File: src/rtl/pipe_addsub.sv
// pipe_addsub: chunked ripple add/subtract pipeline with valid/ready flow control
module pipe_addsub #(
    parameter int WIDTH  = 8,
    parameter int STAGES = 2
) (
    input  logic             clk,
    input  logic             rst_n,
    input  logic             in_valid,
    output logic             in_ready,
    input  logic [WIDTH-1:0] a,
    input  logic [WIDTH-1:0] b,
    input  logic             cin,
    input  logic             sub,
    output logic             out_valid,
    input  logic             out_ready,
    output logic [WIDTH-1:0] Sum,
    output logic             Cout,
    output logic             Ovf
);
    localparam int CW = WIDTH / STAGES;
    localparam int L  = STAGES - 1;

    logic              en;
    logic [STAGES-1:0] v_q, v_d, c_q, c_d, sa_q, sa_d, sb_q, sb_d;
    logic [STAGES-1:0] vi, ci, sai, sbi;
    logic [WIDTH-1:0]  s_q [STAGES];
    logic [WIDTH-1:0]  s_d [STAGES];
    logic [WIDTH-1:0]  r_q [STAGES];
    logic [WIDTH-1:0]  r_d [STAGES];
    logic [WIDTH-1:0]  si  [STAGES];
    logic [WIDTH-1:0]  ri  [STAGES];
    logic [CW:0]       t;

    assign in_ready  = en;
    assign out_valid = v_q[L];
    assign Sum       = s_q[L];
    assign Cout      = c_q[L];
    assign Ovf       = (sa_q[L] == sb_q[L]) && (s_q[L][WIDTH-1] != sa_q[L]);

    // s words carry finished sum chunks low and untouched a chunks high; r words keep the next effective-b chunk in the low bits
    always_comb begin
        en     = !v_q[L] || out_ready;
        si[0]  = a;
        ri[0]  = b ^ {WIDTH{sub}};
        ci[0]  = cin ^ sub;
        vi[0]  = in_valid;
        sai[0] = a[WIDTH-1];
        sbi[0] = b[WIDTH-1] ^ sub;
        for (int k = 1; k < STAGES; k++) begin
            si[k]  = s_q[k-1];
            ri[k]  = r_q[k-1];
            ci[k]  = c_q[k-1];
            vi[k]  = v_q[k-1];
            sai[k] = sa_q[k-1];
            sbi[k] = sb_q[k-1];
        end
        t = '0;
        for (int k = 0; k < STAGES; k++) begin
            t = {1'b0, si[k][k*CW +: CW]} + {1'b0, ri[k][CW-1:0]} + {{CW{1'b0}}, ci[k]};
            s_d[k] = si[k];
            s_d[k][k*CW +: CW] = t[CW-1:0];
            c_d[k]  = t[CW];
            r_d[k]  = ri[k] >> CW;
            v_d[k]  = vi[k];
            sa_d[k] = sai[k];
            sb_d[k] = sbi[k];
        end
    end

    // whole pipeline shifts together when the output slot is free or being drained, otherwise holds
    always_ff @(posedge clk) begin
        if (!rst_n) begin
            v_q  <= '0;
            c_q  <= '0;
            sa_q <= '0;
            sb_q <= '0;
            for (int k = 0; k < STAGES; k++) begin
                s_q[k] <= '0;
                r_q[k] <= '0;
            end
        end else if (en) begin
            v_q  <= v_d;
            c_q  <= c_d;
            sa_q <= sa_d;
            sb_q <= sb_d;
            s_q  <= s_d;
            r_q  <= r_d;
        end
    end
endmodule

File: config.mk
export PLATFORM = sky130hd
export DESIGN_NAME = pipe_addsub
export DESIGN_NICKNAME = d
export VERILOG_FILES = /design/src/rtl/pipe_addsub.sv
export SDC_FILE = /design/constraint.sdc
export NUM_CORES = 1
export LEC_CHECK = 0
export CAP_MARGIN = 0
export CORE_MARGIN = 2
export CORE_UTILIZATION = 40
export CTS_CLUSTER_DIAMETER = 120
export CTS_CLUSTER_SIZE = 12
export DETAILED_ROUTE_END_ITERATION = 8
export PLACE_DENSITY = 0.65
export SLEW_MARGIN = 5
export SYNTH_ARGS = -nofsm -noshare
export SYNTH_HDL_FRONTEND = slang
export SYNTH_SLANG_ARGS = --single-unit
File: constraint.sdc
create_clock -name clk -period 2.7 [get_ports clk]
set_input_delay 0.405 -clock clk [delete_from_list [all_inputs] [get_ports clk]]
set_output_delay 0.405 -clock clk [all_outputs]
set_load 0.02 [all_outputs]
==> summary.md <==
| Metric | Value |
|---|---|
| Overall die area | `between 0.003 and 0.004 mm²` |
| Startpoint of the worst setup timing path | `sub` |
| Beginning of the worst hold path | `Sum[4]` |
| Final antenna-violating net count | `0` |
| I/O pins | `34` |
| Die W | `61.8 µm` |
| Final net count | `208` |
| Final Cycle Share | `0.810` |
| Antenna violations before repair | `0` |
| Max Root-Sink Buffers | `2` |
| Number of setup violations in the final report | `0` |
| Area inside the core boundary | `0.00310 mm²` |
| Unrepaired setup endpoints after global routing | `false` |
| Count of non-filler cells in the finished layout | `about 220` |
| Area added between synthesis and finish | `26.0%` |
| Starting density of the core | `0.430` |
| Number of iterations in the first detailed-routing pass | `4` |
| Placed cells | `215` |
| Die Height | `61.8 µm` |
| Wire length of the first global-routing pass | `4.15 mm` |
| Rel. slew slack | `0.737` |
| Antenna diode count | `0` |
| Total routing resource utilization after global routing | `0.149` |
| Number of cell rows | `20` |
| Total CTS buffers | `3` |
| Clock network latency to the later pin of the worst-skew pair | `0.32 ns` |
| Maximum number of pins on one net before global-route repair | `34` |
| Number of global-route vias before repair | `972` |
| Sum of negative setup slack | `0 ns` |
| CTS sink cnt | `26` |
| Number of maximum-capacitance constraint violations | `0` |
| Number of synthesis warnings | `0` |
| Standby leakage power | `just under 0.7 nW` |
| Number of flip-flops and latches in the synthesized netlist | `26` |
| Vias per std cell | `4.83` |
| Final Max Tran Viols | `0` |
| Layout cell share with drive strength beyond 1 | `0.0857` |
| Startpoint type of the worst setup path | `input port` |
| Distinct cell type count after synthesis | `22` |
| Average footprint of a synthesized cell | `8.84 µm²` |
| Type of the worst setup path | `in -> reg` |
| Number of setup buffers added after CTS | `0` |
| Required time reported for the critical path endpoint | `2.92 ns` |
| Worst setup skew after layout | `0.00264 ns` |
| Worst Tran Pin Value | `0.394 ns` |
| Slowest CP cell | `sky130_fd_sc_hd__clkdlybuf4s50_1` |
| Total gr overflow | `0` |
| Crit path capture type | `flip-flop` |
| Leading cell type in the layout, fill and taps excluded | `sky130_fd_sc_hd__nand2_1` |
| Largest fanout of any net on the critical path | `4` |
| Mapped Area | `0.00134 mm²` |
| Reg2reg start | `c_q[0]` |
| Maximum resistive drop on vdd | `~0.28 mV` |
| Routability cong. | `0.778` |
| Class of the tightest hold or removal check | `reg -> reg` |
| Starting DRT DRC Count | `approximately 50` |
| Commonest cells after routing, fill and taps aside | `sky130_fd_sc_hd__nand2_1, sky130_fd_sc_hd__clkdlybuf4s50_1, sky130_fd_sc_hd__dfxtp_1, sky130_fd_sc_hd__a21oi_1, sky130_fd_sc_hd__nor2_1` |
| CTS root buf | `sky130_fd_sc_hd__clkbuf_4` |
| Max frequency | `457 MHz` |
| Power Total | `~0.00095 W` |
| Routed length per instance | `10.9 µm` |
| Number of fill cells in the layout | `324` |
| Number of hold buffers added after CTS | `0` |
| Post-Synthesis Net Count | `~180` |
| H-tree depth | `1` |
| Final hold viol count | `0` |
| Run status | `completed` |
| Total number of vias | `roughly 1100` |
| Drc violations | `0` |
| Data arrival time of the critical path | `2.40 ns` |
| Syn Inst Count | `151` |
| Cts repair resizes | `0` |
| Min Clock Period, post-route | `2.19 ns` |
| Utilization after layout | `0.542` |
| Proportion of synthesized chip area in sequential cells | `0.390` |
| TritonCTS clock tree | `done` |
| CTS clock-pin slew for the worst setup and hold paths | `0.14 ns` |
| Routed wire length | `2.38 mm` |
| Number of input and output port buffers inserted | `33` |
| Stage delay of the slowest cell on the critical path | `approximately 0.52 ns` |
| Cells along the critical path | `clkdlybuf4s50_1, xor2_1, fa_1, fa_1, a21o_2, a21oi_1, a21oi_1` |
| Power Dens Cells | `564 mW/mm²` |
==> critical path, delay by kind of cell <==
family	cells	cell delay [ns]
buf+inv	1	0.52
xor+xnor	1	0.22
fa+ha+maj	2	0.85
compound gates	3	0.41
==> sequential cells by signal, indices dropped and copies added, names as in the netlist <==
signal,flops
s_q,3
sb_q,2
v_q,2
Sum,8
s_d,4
c_q,2
r_q,3
sa_q,2
==> cell type report <==
| cell class | count | area [µm²] | share of cell area |
|---|---|---|---|
| clock buffers | 3 | 22.5 | 0.0134 |
| clock inverters | 1 | 30.0 | 0.0179 |
| inverters | 2 | 7.51 | 0.00446 |
| multi-input cells | 107 | 693 | 0.412 |
| flip-flops and latches | 26 | 520 | 0.310 |
| well taps | 44 | 55.1 | 0.0327 |
| repair buffers | 36 | 353 | 0.210 |
==> power by group <==
part / internal [W] / switching (W)
registers: 0.000424 / 0.0000241
logic: 0.000122 / 0.000111
clock network: 0.000150 / 0.000117
==> cells in the mapped netlist <==
| cell type | count | area share |
|---|---|---|
| sky130_fd_sc_hd__xnor2_1 | 6 | 0.039 |
| sky130_fd_sc_hd__buf_4 | 11 | 0.062 |
| sky130_fd_sc_hd__clkbuf_2 | 1 | 0.0037 |
| sky130_fd_sc_hd__buf_2 | 3 | 0.011 |
| sky130_fd_sc_hd__a21oi_1 | 19 | 0.071 |
| sky130_fd_sc_hd__inv_2 | 2 | 0.0056 |
| sky130_fd_sc_hd__nor2b_4 | 1 | 0.010 |
| sky130_fd_sc_hd__nand3_1 | 6 | 0.022 |
| sky130_fd_sc_hd__a211oi_1 | 6 | 0.034 |
| sky130_fd_sc_hd__a21o_2 | 1 | 0.0066 |
| sky130_fd_sc_hd__dfxtp_1 | 26 | 0.39 |
| sky130_fd_sc_hd__a21oi_2 | 2 | 0.013 |
| sky130_fd_sc_hd__buf_6 | 1 | 0.0084 |
| sky130_fd_sc_hd__nor2_1 | 9 | 0.025 |
| sky130_fd_sc_hd__o211ai_2 | 2 | 0.019 |
| sky130_fd_sc_hd__ha_1 | 6 | 0.056 |
| sky130_fd_sc_hd__fa_1 | 4 | 0.060 |
| sky130_fd_sc_hd__a21o_1 | 1 | 0.0056 |
| sky130_fd_sc_hd__nand2_1 | 34 | 0.096 |
| sky130_fd_sc_hd__o21ai_0 | 3 | 0.011 |
| sky130_fd_sc_hd__a2111o_1 | 2 | 0.017 |
| sky130_fd_sc_hd__xor2_1 | 5 | 0.033 |
==> stage by stage <==
| stage | setup slack [ns] | area, µm² | hold WS, ns |
|---|---|---|---|
| 6_report | 0.514 | 1680 | 0.458 |
| 5_1_grt | 0.466 | 1680 | 0.483 |
| 4_1_cts | 0.504 | 1680 | 0.462 |
| 3_5_place_dp | 0.145 | 1630 | 0.445 |
| 3_3_place_gp | 0.200 | 1630 | 0.438 |
| 2_1_floorplan | 0.634 | 1340 | 0.432 |
==> path summary, 6_finish.rpt <==
path         cells past startpoint  endpoint  slack, ns
max                              7    c_q[0]       0.51
min                              2    Sum[4]       0.46
max reg2reg                      5    c_q[1]       0.96
min reg2reg                      2    Sum[4]       0.46
==> cell families after synthesis <==
group | share of synthesized area
buffers and inverters | 0.0909
XOR/XNOR | 0.0722
AND/OR/NAND/NOR | 0.154
flip-flops | 0.390
AO/OA/AOI/OAI | 0.177
adder cells (fa/ha/maj) | 0.116
==> layer usage <==
layer	GRT usage	part of all wire	vias up
li1	-	-	549
met2	0.247	0.48	32
met5	0	0	-
met4	0.0638	0.018	0
met3	0.0248	0.047	6
met1	0.191	0.45	471
Note: power is estimated with default switching activity, not from simulation.
